### config.mk
export PLATFORM = sky130hd
export DESIGN_NAME = key_press_encoder
export DESIGN_NICKNAME = d
export VERILOG_FILES = /design/src/rtl/key_press_encoder_pkg.sv /design/src/rtl/key_synchroniser.sv /design/src/rtl/key_press_encoder.sv
export SDC_FILE = /design/constraint.sdc
export NUM_CORES = 1
export LEC_CHECK = 0
export ABC_AREA = 1
export BUFFER_PORTS_ARGS = -buffer_cell sky130_fd_sc_hd__buf_2
export CAP_MARGIN = 20
export CORE_MARGIN = 3
export CORE_UTILIZATION = 30
export DETAILED_ROUTE_END_ITERATION = 8
export PLACE_DENSITY = 0.55
export SLEW_MARGIN = 25
export SYNTH_ARGS = -nofsm -noshare
export SYNTH_HDL_FRONTEND = slang
export SYNTH_SLANG_ARGS = --single-unit
### constraint.sdc
create_clock -name clock -period 2 [get_ports clock]
set_clock_uncertainty 0.1 [all_clocks]
set_input_delay 0 -clock clock [delete_from_list [all_inputs] [get_ports clock]]
set_output_delay 0 -clock clock [all_outputs]
set_load 0.01 [all_outputs]
### src/rtl/key_press_encoder_pkg.sv
// ---------------------------------------------------------------------------
// key_press_encoder_pkg
// Shared definitions for the digital lock front end and lock FSM:
//   - LOCK_NUM_KEYS     : number of board buttons feeding the lock
//   - enc_state_t       : key encoder FSM state encoding
//   - LOCK_LOCKED / LOCK_CORRECT_PASSWORD : lock FSM end-point encodings so
//     the encoder, lock FSM and top level all agree on the same values
// ---------------------------------------------------------------------------
package key_press_encoder_pkg;

    localparam int LOCK_NUM_KEYS = 4;

    typedef enum logic [1:0] {
        IDLE        = 2'b00,
        DEB_PRESS   = 2'b01,
        HELD        = 2'b10,
        DEB_RELEASE = 2'b11
    } enc_state_t;

    localparam logic [2:0] LOCK_LOCKED           = 3'b001;
    localparam logic [2:0] LOCK_CORRECT_PASSWORD = 3'b110;

endpackage

### src/rtl/key_synchroniser.sv
// ---------------------------------------------------------------------------
// key_synchroniser
// Two-flop synchroniser bringing asynchronous, active-low button levels into
// the clock domain. Resets to all-ones so every key reads "not pressed".
// Ports:
//   clock    : system clock
//   reset    : asynchronous active-low reset (0 = reset asserted)
//   i_async  : raw asynchronous input vector
//   o_sync   : synchronised copy of i_async, two clock edges later
// ---------------------------------------------------------------------------
module key_synchroniser #(
    parameter int WIDTH = 4
) (
    input  logic             clock,
    input  logic             reset,
    input  logic [WIDTH-1:0] i_async,
    output logic [WIDTH-1:0] o_sync
);

    logic [WIDTH-1:0] r_meta;
    logic [WIDTH-1:0] r_sync;

    // First flop may go metastable; second flop gives it a cycle to settle.
    always_ff @(posedge clock or negedge reset) begin
        if (!reset) begin
            r_meta <= '1;
            r_sync <= '1;
        end else begin
            r_meta <= i_async;
            r_sync <= r_meta;
        end
    end

    assign o_sync = r_sync;

endmodule

### src/rtl/key_press_encoder.sv
// ---------------------------------------------------------------------------
// key_press_encoder
// Turns raw, bouncing, active-low buttons into clean single-cycle one-hot key
// events for the digital lock FSM. Rejects bounce, repeat while held and
// multi-key chords (a debounced chord raises multi_key for one cycle instead).
// Ports:
//   clock     : system clock (50 MHz)
//   reset     : asynchronous active-low reset (0 = reset asserted)
//   key_n     : raw buttons, 0 = pressed, asynchronous to clock
//   key       : one-hot pulse, high for exactly one cycle per accepted press
//   key_held  : high while an accepted press or chord is held
//   multi_key : one-cycle pulse when a debounced chord is rejected
// ---------------------------------------------------------------------------
module key_press_encoder
    import key_press_encoder_pkg::*;
#(
    parameter int NUM_KEYS        = LOCK_NUM_KEYS,
    parameter int DEBOUNCE_CYCLES = 500000
) (
    input  logic                clock,
    input  logic                reset,
    input  logic [NUM_KEYS-1:0] key_n,
    output logic [NUM_KEYS-1:0] key,
    output logic                key_held,
    output logic                multi_key
);

    localparam int CNT_WIDTH = $clog2(DEBOUNCE_CYCLES);
    localparam logic [CNT_WIDTH-1:0] CNT_LAST = CNT_WIDTH'(DEBOUNCE_CYCLES - 1);

    logic [NUM_KEYS-1:0]  w_sync;
    logic [NUM_KEYS-1:0]  w_pressed;
    logic                 w_candOneHot;

    enc_state_t           r_state;
    enc_state_t           w_stateNext;
    logic [CNT_WIDTH-1:0] r_cnt;
    logic [CNT_WIDTH-1:0] w_cntNext;
    logic [NUM_KEYS-1:0]  r_cand;
    logic [NUM_KEYS-1:0]  w_candNext;
    logic [NUM_KEYS-1:0]  r_key;
    logic [NUM_KEYS-1:0]  w_keyNext;
    logic                 r_multi;
    logic                 w_multiNext;

    key_synchroniser #(
        .WIDTH   (NUM_KEYS)
    ) u_sync (
        .clock   (clock),
        .reset   (reset),
        .i_async (key_n),
        .o_sync  (w_sync)
    );

    assign w_pressed = ~w_sync;

    // x & (x-1) clears the lowest set bit, so a nonzero result means >1 key.
    assign w_candOneHot = (r_cand != '0) &&
                          ((r_cand & (r_cand - NUM_KEYS'(1))) == '0);

    always_ff @(posedge clock or negedge reset) begin
        if (!reset) begin
            r_state <= IDLE;
            r_cnt   <= '0;
            r_cand  <= '0;
            r_key   <= '0;
            r_multi <= 1'b0;
        end else begin
            r_state <= w_stateNext;
            r_cnt   <= w_cntNext;
            r_cand  <= w_candNext;
            r_key   <= w_keyNext;
            r_multi <= w_multiNext;
        end
    end

    // The counter is cleared on every entry to a debounce state, so it can
    // never run past CNT_LAST and wrap.
    always_comb begin
        w_stateNext = r_state;
        w_cntNext   = r_cnt;
        w_candNext  = r_cand;
        w_keyNext   = '0;
        w_multiNext = 1'b0;
        case (r_state)
            IDLE: begin
                if (w_pressed != '0) begin
                    w_candNext  = w_pressed;
                    w_cntNext   = '0;
                    w_stateNext = DEB_PRESS;
                end
            end
            DEB_PRESS: begin
                if (w_pressed != r_cand) begin
                    w_stateNext = IDLE;
                end else if (r_cnt == CNT_LAST) begin
                    w_stateNext = HELD;
                    if (w_candOneHot) begin
                        w_keyNext = r_cand;
                    end else begin
                        w_multiNext = 1'b1;
                    end
                end else begin
                    w_cntNext = r_cnt + CNT_WIDTH'(1);
                end
            end
            HELD: begin
                // Keys added while held are deliberately ignored.
                if (w_pressed == '0) begin
                    w_cntNext   = '0;
                    w_stateNext = DEB_RELEASE;
                end
            end
            DEB_RELEASE: begin
                if (w_pressed != '0) begin
                    w_stateNext = HELD;
                end else if (r_cnt == CNT_LAST) begin
                    w_stateNext = IDLE;
                end else begin
                    w_cntNext = r_cnt + CNT_WIDTH'(1);
                end
            end
            default: begin
                w_stateNext = IDLE;
            end
        endcase
    end

    assign key       = r_key;
    assign multi_key = r_multi;
    assign key_held  = (r_state == HELD) || (r_state == DEB_RELEASE);

endmodule

==> results of run 1 <==
kinds of logic (layout without fill, tap and decap cells):
kind of cell / count (synthesis) / count (layout)
AO/OA/AOI/OAI: 25 / 25
adder cells (fa/ha/maj): 1 / 1
buffers and inverters: 27 / 50
AND/OR/NAND/NOR: 149 / 149
XOR/XNOR: 12 / 12
flip-flops: 38 / 38
power by group through the flow:
stage          clock (W)  combinational (W)  sequential [W]
3_5_place_dp           0           0.000619        0.000957
2_1_floorplan          0           0.000532        0.000947
5_1_grt         0.000718           0.000712        0.000964
6_report        0.000655           0.000621        0.000943
4_1_cts         0.000685           0.000630        0.000942
3_3_place_gp           0           0.000613        0.000957
metrics by stage:
stage	total power, W	cell area [µm²]	utilization (%)
detailed placement	0.001576	2182	33.60
global route	0.002393	2355	36.26
floorplan	0.001479	2059	-
CTS	0.002257	2346	36.12
global placement	0.001570	2182	33.60
finish	0.002219	2355	36.26
synthesized netlist by cell type, types with 2 or more instances:
cell / count / area (µm²)
nand2_1: 82 / 307.8
dfrtp_1: 30 / 750.7
nor2_1: 27 / 101.4
inv_1: 21 / 78.83
nand2_2: 15 / 93.84
o21ai_0: 13 / 65.06
xor2_1: 10 / 87.58
o21ai_2: 9 / 78.83
dfstp_2: 8 / 210.2
nand3_1: 8 / 40.04
nand4_1: 4 / 25.02
nor3_1: 3 / 15.01
buf_12: 2 / 40.04
inv_2: 2 / 7.510
nand3_2: 2 / 20.02
nand3b_1: 2 / 15.01
nor2_4: 2 / 22.52
xnor2_1: 2 / 17.52
sequential cells by signal, indices dropped and copies added (netlist names):
register	cells
r_cnt	19
key	4
r_cand	4
u_sync.o_sync	4
u_sync.r_meta	4
r_state	2
multi_key	1
worst max-delay path, cell delays in order, from the launching register on:
cell	delay, ns
dfstp_2	0.56
inv_1	0.04
nand2_1	0.05
nand2_1	0.04
nor2_1	0.19
nand2_1	0.07
nand2_1	0.13
nand3_4	0.28
nand2_1	0.17
o21ai_2	0.06
metal layers:
layer / share of wire (%) / track usage, %
met1: 50 / 14.66
met5: 0 / 0
met3: 2.9 / 2.235
met4: 2.3 / 5.357
met2: 45 / 17.27
worst min path at each step:
stage,start,endpoint,slack [ns],cells past startpoint
after CTS,key_n[2],u_sync.r_meta[2],0.24,2
after floorplan,reset,key[0],-0.40,0
after global routing,key_n[1],u_sync.r_meta[1],0.25,2
after global placement,key_n[0],u_sync.r_meta[0],0.007,1
final,reset,r_cand[3],0.25,2
after detailed placement,key_n[3],u_sync.r_meta[3],0.006,1
layout make-up:
| type | instances | area [µm²] |
|---|---|---|
| Fill cell | 660 | 4140 |
| Multi-Input combinational cell | 187 | 969.7 |
| Sequential cell | 38 | 960.9 |
| Timing Repair Buffer | 19 | 127.6 |
| Tap cell | 77 | 96.34 |
| Inverter | 23 | 86.33 |
| Clock buffer | 5 | 68.82 |
| Clock inverter | 3 | 45.04 |
repair_timing:
action                     CTS  global route
setup endpoints to repair    0             1
resized for setup            0             1
hold buffers                 5             0
hold endpoints to repair    34             0
==> run metrics, run 1 <==
status=completed; total track usage=~11%; Synth Area in Simple Gates=approximately 33%; minimum clock period=around 1.8 ns; Clock Power Share=about 30%; Placed Instances=~340; Switching Share=a little over a third; Clock Tree Buf Depth=2; vias in the first global route=1537; TritonCTS buffer count=5; Avg Cell Area, Syn=a little over 8 µm²; worst flop-to-flop path endpoint=r_cnt[8]; DRC=0; worst-path maximum fanout=19; pin count of the biggest net entering global routing=39; Post-Syn Area=~0.0021 mm²; Post-CTS Setup Bufs=0; Max VDD drop=0.4155 mV; pre-CTS WS=~0.17 ns; DP Wirelength=between 2 and 3 mm; syn nets=between 200 and 300; most common cell after layout, fill and taps aside=nand2_1; Synth Area in Compound Gates=under 10%; TritonRoute pass-1 iters=6; final hold vios=0; depth of the worst register-to-register path=9; RSZ-0062 raised after global routing=false; Hold WC Path Type=in -> async; net switching power=roughly 0.00080 W; CTS sink cnt=38; DR iter-0 viols=105; Vias=between 1500 and 2000; initial antenna violation count=0; Highest Clock Rate=between 0.5 and 0.6 GHz; sequential share of power=between 40% and 50%; ratio of final minimum period to clock period=between 80 and 90%; die height=slightly below 90 µm; TritonCTS clock tree=built; cell internal pwr=between 0.001 and 0.0015 W; DIE AREA=0.007895 mm²; number of synthesized register bits=38; CP startpoint kind=register; Total Nets Final=roughly 280; via-per-instance ratio=about 4.5; Post-synth ARST share=100.0%; die width=between 80 and 90 µm; post-route insts no fill=around 350; synthesized instance count=252; CP required=approximately 2.1 ns; FP Rows=29; Worst-Margin Slew=0.8315 ns; endpoints failing setup=0; first-pass GRT wire length=6.837 mm; ant diodes=0; Gate power share=28.0%; critical path capture point type=register; RR Startpoint=u_sync.o_sync[2]; Pleak=between 1 and 1.5 nW; final WL=between 3 and 4 mm; Synth Area in XOR/XNOR=5.103%; clock-pin slew on the worst setup and hold paths=approximately 0.08 ns; most frequent cells in the layout=nand2_1, dfrtp_1, nor2_1; global route overflow=0; antenna viol nets, final=0; Boundary Pins=12; Port-buffer cells=11; initial core utilization=31.71%; H-Tree Level Count=2; Avg WL per Cell=between 10 and 15 µm; later-pin clock latency in the skew report=between 0.2 and 0.3 ns; Slew HR=around 45%; synth unique cells=28; Post-synth EDFFs=0; hold slack=around 0.25 ns; main combinational cell family by area after synthesis=simple AND/OR/NAND/NOR gates; core area=approximately 0.0065 mm²; post-synthesis adder-cell area fraction=0.6075%; root cell of the clock tree=clkbuf_8; crit path from=u_sync.o_sync[2]; number of max-cap violations=0; crit path to=r_cnt[8]; RePlAce Congestion=approximately 0.77; Pwr Density=~940 mW/mm²; Synth Warn #=0; final slew viol count=0; Worst R2R Setup Slack=between 0.2 and 0.25 ns; post-synthesis sequential area ratio=46.66%; share of layout cells above drive strength 1=about a quarter; Arr. time, crit path=around 1.9 ns; Crit Path Class=reg -> reg; synthesis-to-finish area growth=14.34%; Fin Setup TNS=0 ns; post-synthesis mux area share=0%; ys flop type=dfrtp_1; Final WS setup=0.2021 ns
Power figures use the tool's default switching activity.
==> inputs of run 2 (changes only) <==
--- a/config.mk
+++ b/config.mk
@@ -8,6 +8,7 @@
 export ABC_AREA = 1
 export BUFFER_PORTS_ARGS = -buffer_cell sky130_fd_sc_hd__buf_2
 export CAP_MARGIN = 20
+export CORE_ASPECT_RATIO = 2
 export CORE_MARGIN = 3
 export CORE_UTILIZATION = 30
 export DETAILED_ROUTE_END_ITERATION = 8
==> run metrics, run 2 (same netlist as run 1, synthesis figures left out) <==
most frequent CP cell=nand2_1; ant diodes=0 (unchanged); net switching power=0.0008742 W (+9.0%); cell internal pwr=0.001902 W (+34%); CTS sink cnt=38 (unchanged); core area=0.006621 mm² (+1.9%); Final Core Density=37.83% (+1.6 points); DIE AREA=0.007955 mm² (+0.76%); clock-pin slew on the worst setup and hold paths=0.06 ns (-0.02 ns); TritonCTS buffer count=5 (unchanged); Switching Share=31.49% (-4.6 points); Worst-Margin Slew=0.8501 ns (+0.01865 ns); DRC=0 (unchanged); endpoints failing setup=0 (unchanged); CP required=2.07 ns (about the same); Port-buffer cells=11 (unchanged); critical-path cell list=ha_1 -> nand2_2 -> nor2_4 -> nand3_2 -> nor2_4 -> inv_1 -> nand2_8 -> nand2_1 -> nand2_1 -> nand2_1; Final Cell Area=0.002505 mm² (+6.4%); TritonCTS clock tree=built; pin count of the biggest net entering global routing=39 (unchanged); Fin Setup TNS=0 ns (unchanged); synthesis-to-finish area growth=21.63%; initial core utilization=31.10% (-0.61 points); via-per-instance ratio=4.484 (-0.86%); CP startpoint kind=register; ratio of final minimum period to clock period=91.05% (+1.2 points); DRT met1 WL=1.637 mm (-15%); die width=64.59 µm (-27%); final slew viol count=0 (unchanged); Highest Clock Rate=0.5491 GHz (-1.3%); global route overflow=0 (unchanged); H-Tree Level Count=2 (unchanged); most common cell after layout, fill and taps aside=nand2_1; RSZ-0062 raised after global routing=false; sequential share of power=34.4% (-8.1 points); Avg WL per Cell=12.17 µm (+11%); final WL=4.453 mm (+16%); DP Wirelength=3.321 mm (+23%); Clock Tree Buf Depth=2 (unchanged); Pwr Density=1108 mW/mm² (+18%); critical path capture point type=register; met2 wire len=2.551 mm (+49%); largest register by flop count=r_cnt; worst-path maximum fanout=16 (-3); Pleak=1.118 nW (+6.9%); Boundary Pins=12 (unchanged); Total Nets Final=284 (+1.1%); antenna viol nets, final=0 (unchanged); DR iter-0 viols=71 (-32%); share of layout cells above drive strength 1=24.46% (+1.2 points); Vias=1641 (+3.1%); FP Rows=42 (+45%); number of max-cap violations=0 (unchanged); Crit-path slowest cell=dfrtp_1; Gate power share=27.5% (-0.5 points); initial antenna violation count=0 (unchanged); CP max stage delay=0.38 ns (-0.18 ns); highest routed layer=met4; Hold WC Path Type=reg -> reg; minimum clock period=1.821 ns (+0.02308 ns); Slew HR=43.33% (-1.2 points); most frequent cells in the layout=nand2_1, dfrtp_1, nor2_1; number of flip-flops in the largest register=19 (unchanged); WL met3=113 µm (+1.8%); total track usage=13.05% (+2.0 points); Arr. time, crit path=1.90 ns (+0.02 ns); final hold vios=0 (unchanged); first-pass GRT wire length=7.810 mm (+14%); later-pin clock latency in the skew report=0.28 ns (about the same); RePlAce Congestion=0.8272 (+7.7%); vias in the first global route=1698 (+10%); overall power=0.002776 W (+25%); Max VDD drop=0.4316 mV (+3.9%); placed inst area=0.002203 mm² (+0.97%); Clock Power Share=38.1% (+8.6 points); Crit Path Class=reg -> reg; die height=123.2 µm (+39%); TritonRoute pass-1 iters=4 (-2); root cell of the clock tree=clkbuf_16; status=completed
## run 2: final cells by class
type                       instances  area, µm²
timing repair buffer              22      175.2
clock inverter                     2      60.06
tap                               88      110.1
inverter                          23      86.33
clock buffer                       6      138.9
sequential                        38      960.9
fill                             711       4116
multi-input combinational        187      973.4
## run 2: path summary, 6_finish.rpt
| check | endpoint | start | depth (start not counted) | slack [ns] |
|---|---|---|---|---|
| min in group asynchronous | r_cnt[6] | reset | 2 | 0.27 |
| worst max-delay path | r_state[1] | r_cnt[1] | 10 | 0.18 |
| worst min-delay path | u_sync.o_sync[3] | u_sync.r_meta[3] | 0 | 0.25 |
| worst min register to register | u_sync.o_sync[3] | u_sync.r_meta[3] | 0 | 0.25 |
| max in group asynchronous | key[2] | reset | 2 | 1.00 |
| worst max register to register | r_state[1] | r_cnt[1] | 10 | 0.18 |
## run 2: power groups by stage
stage	sequential, W	combinational [W]	clock [W]
detailed placement	0.000971	0.000631	0
CTS	0.000958	0.000638	0.00108
global route	0.000970	0.000860	0.00112
floorplan	0.000947	0.000532	0
global placement	0.000969	0.000626	0
finish	0.000956	0.000763	0.00106
## run 2: critical path: cells and delay by family, from the launching register on
family	cells	cell delay, ns
adders and majority gates	1	0.22
buffers and inverters	1	0.11
DFF	1	0.38
and+or+nand+nor	8	0.90
## run 2: repair_timing
item / in CTS / in global routing
buffers inserted: 0 / 2
hold endpoints to repair: 34 / 0
setup endpoints to repair: 0 / 9
hold buffers: 5 / 0
resized for setup: 0 / 2
## run 2: metal layers
| metal | vias up | GRT usage, % |
|---|---|---|
| li1 | 842 | - |
| met1 | 765 | 12.74 |
| met2 | 24 | 25.06 |
| met3 | 10 | 2.455 |
| met4 | 0 | 7.152 |
| met5 | - | 0 |
## run 2: through the flow
stage / std cells / setup slack (ns) / hold slack, ns
after floorplan: 252 / 0.3369 / -0.3956
after global placement: 351 / 0.06143 / 0.007627
after detailed placement: 351 / 0.05642 / 0.01205
after CTS: 364 / 0.05125 / 0.2559
after global routing: 366 / 0.03581 / 0.2561
final: 366 / 0.1790 / 0.2518
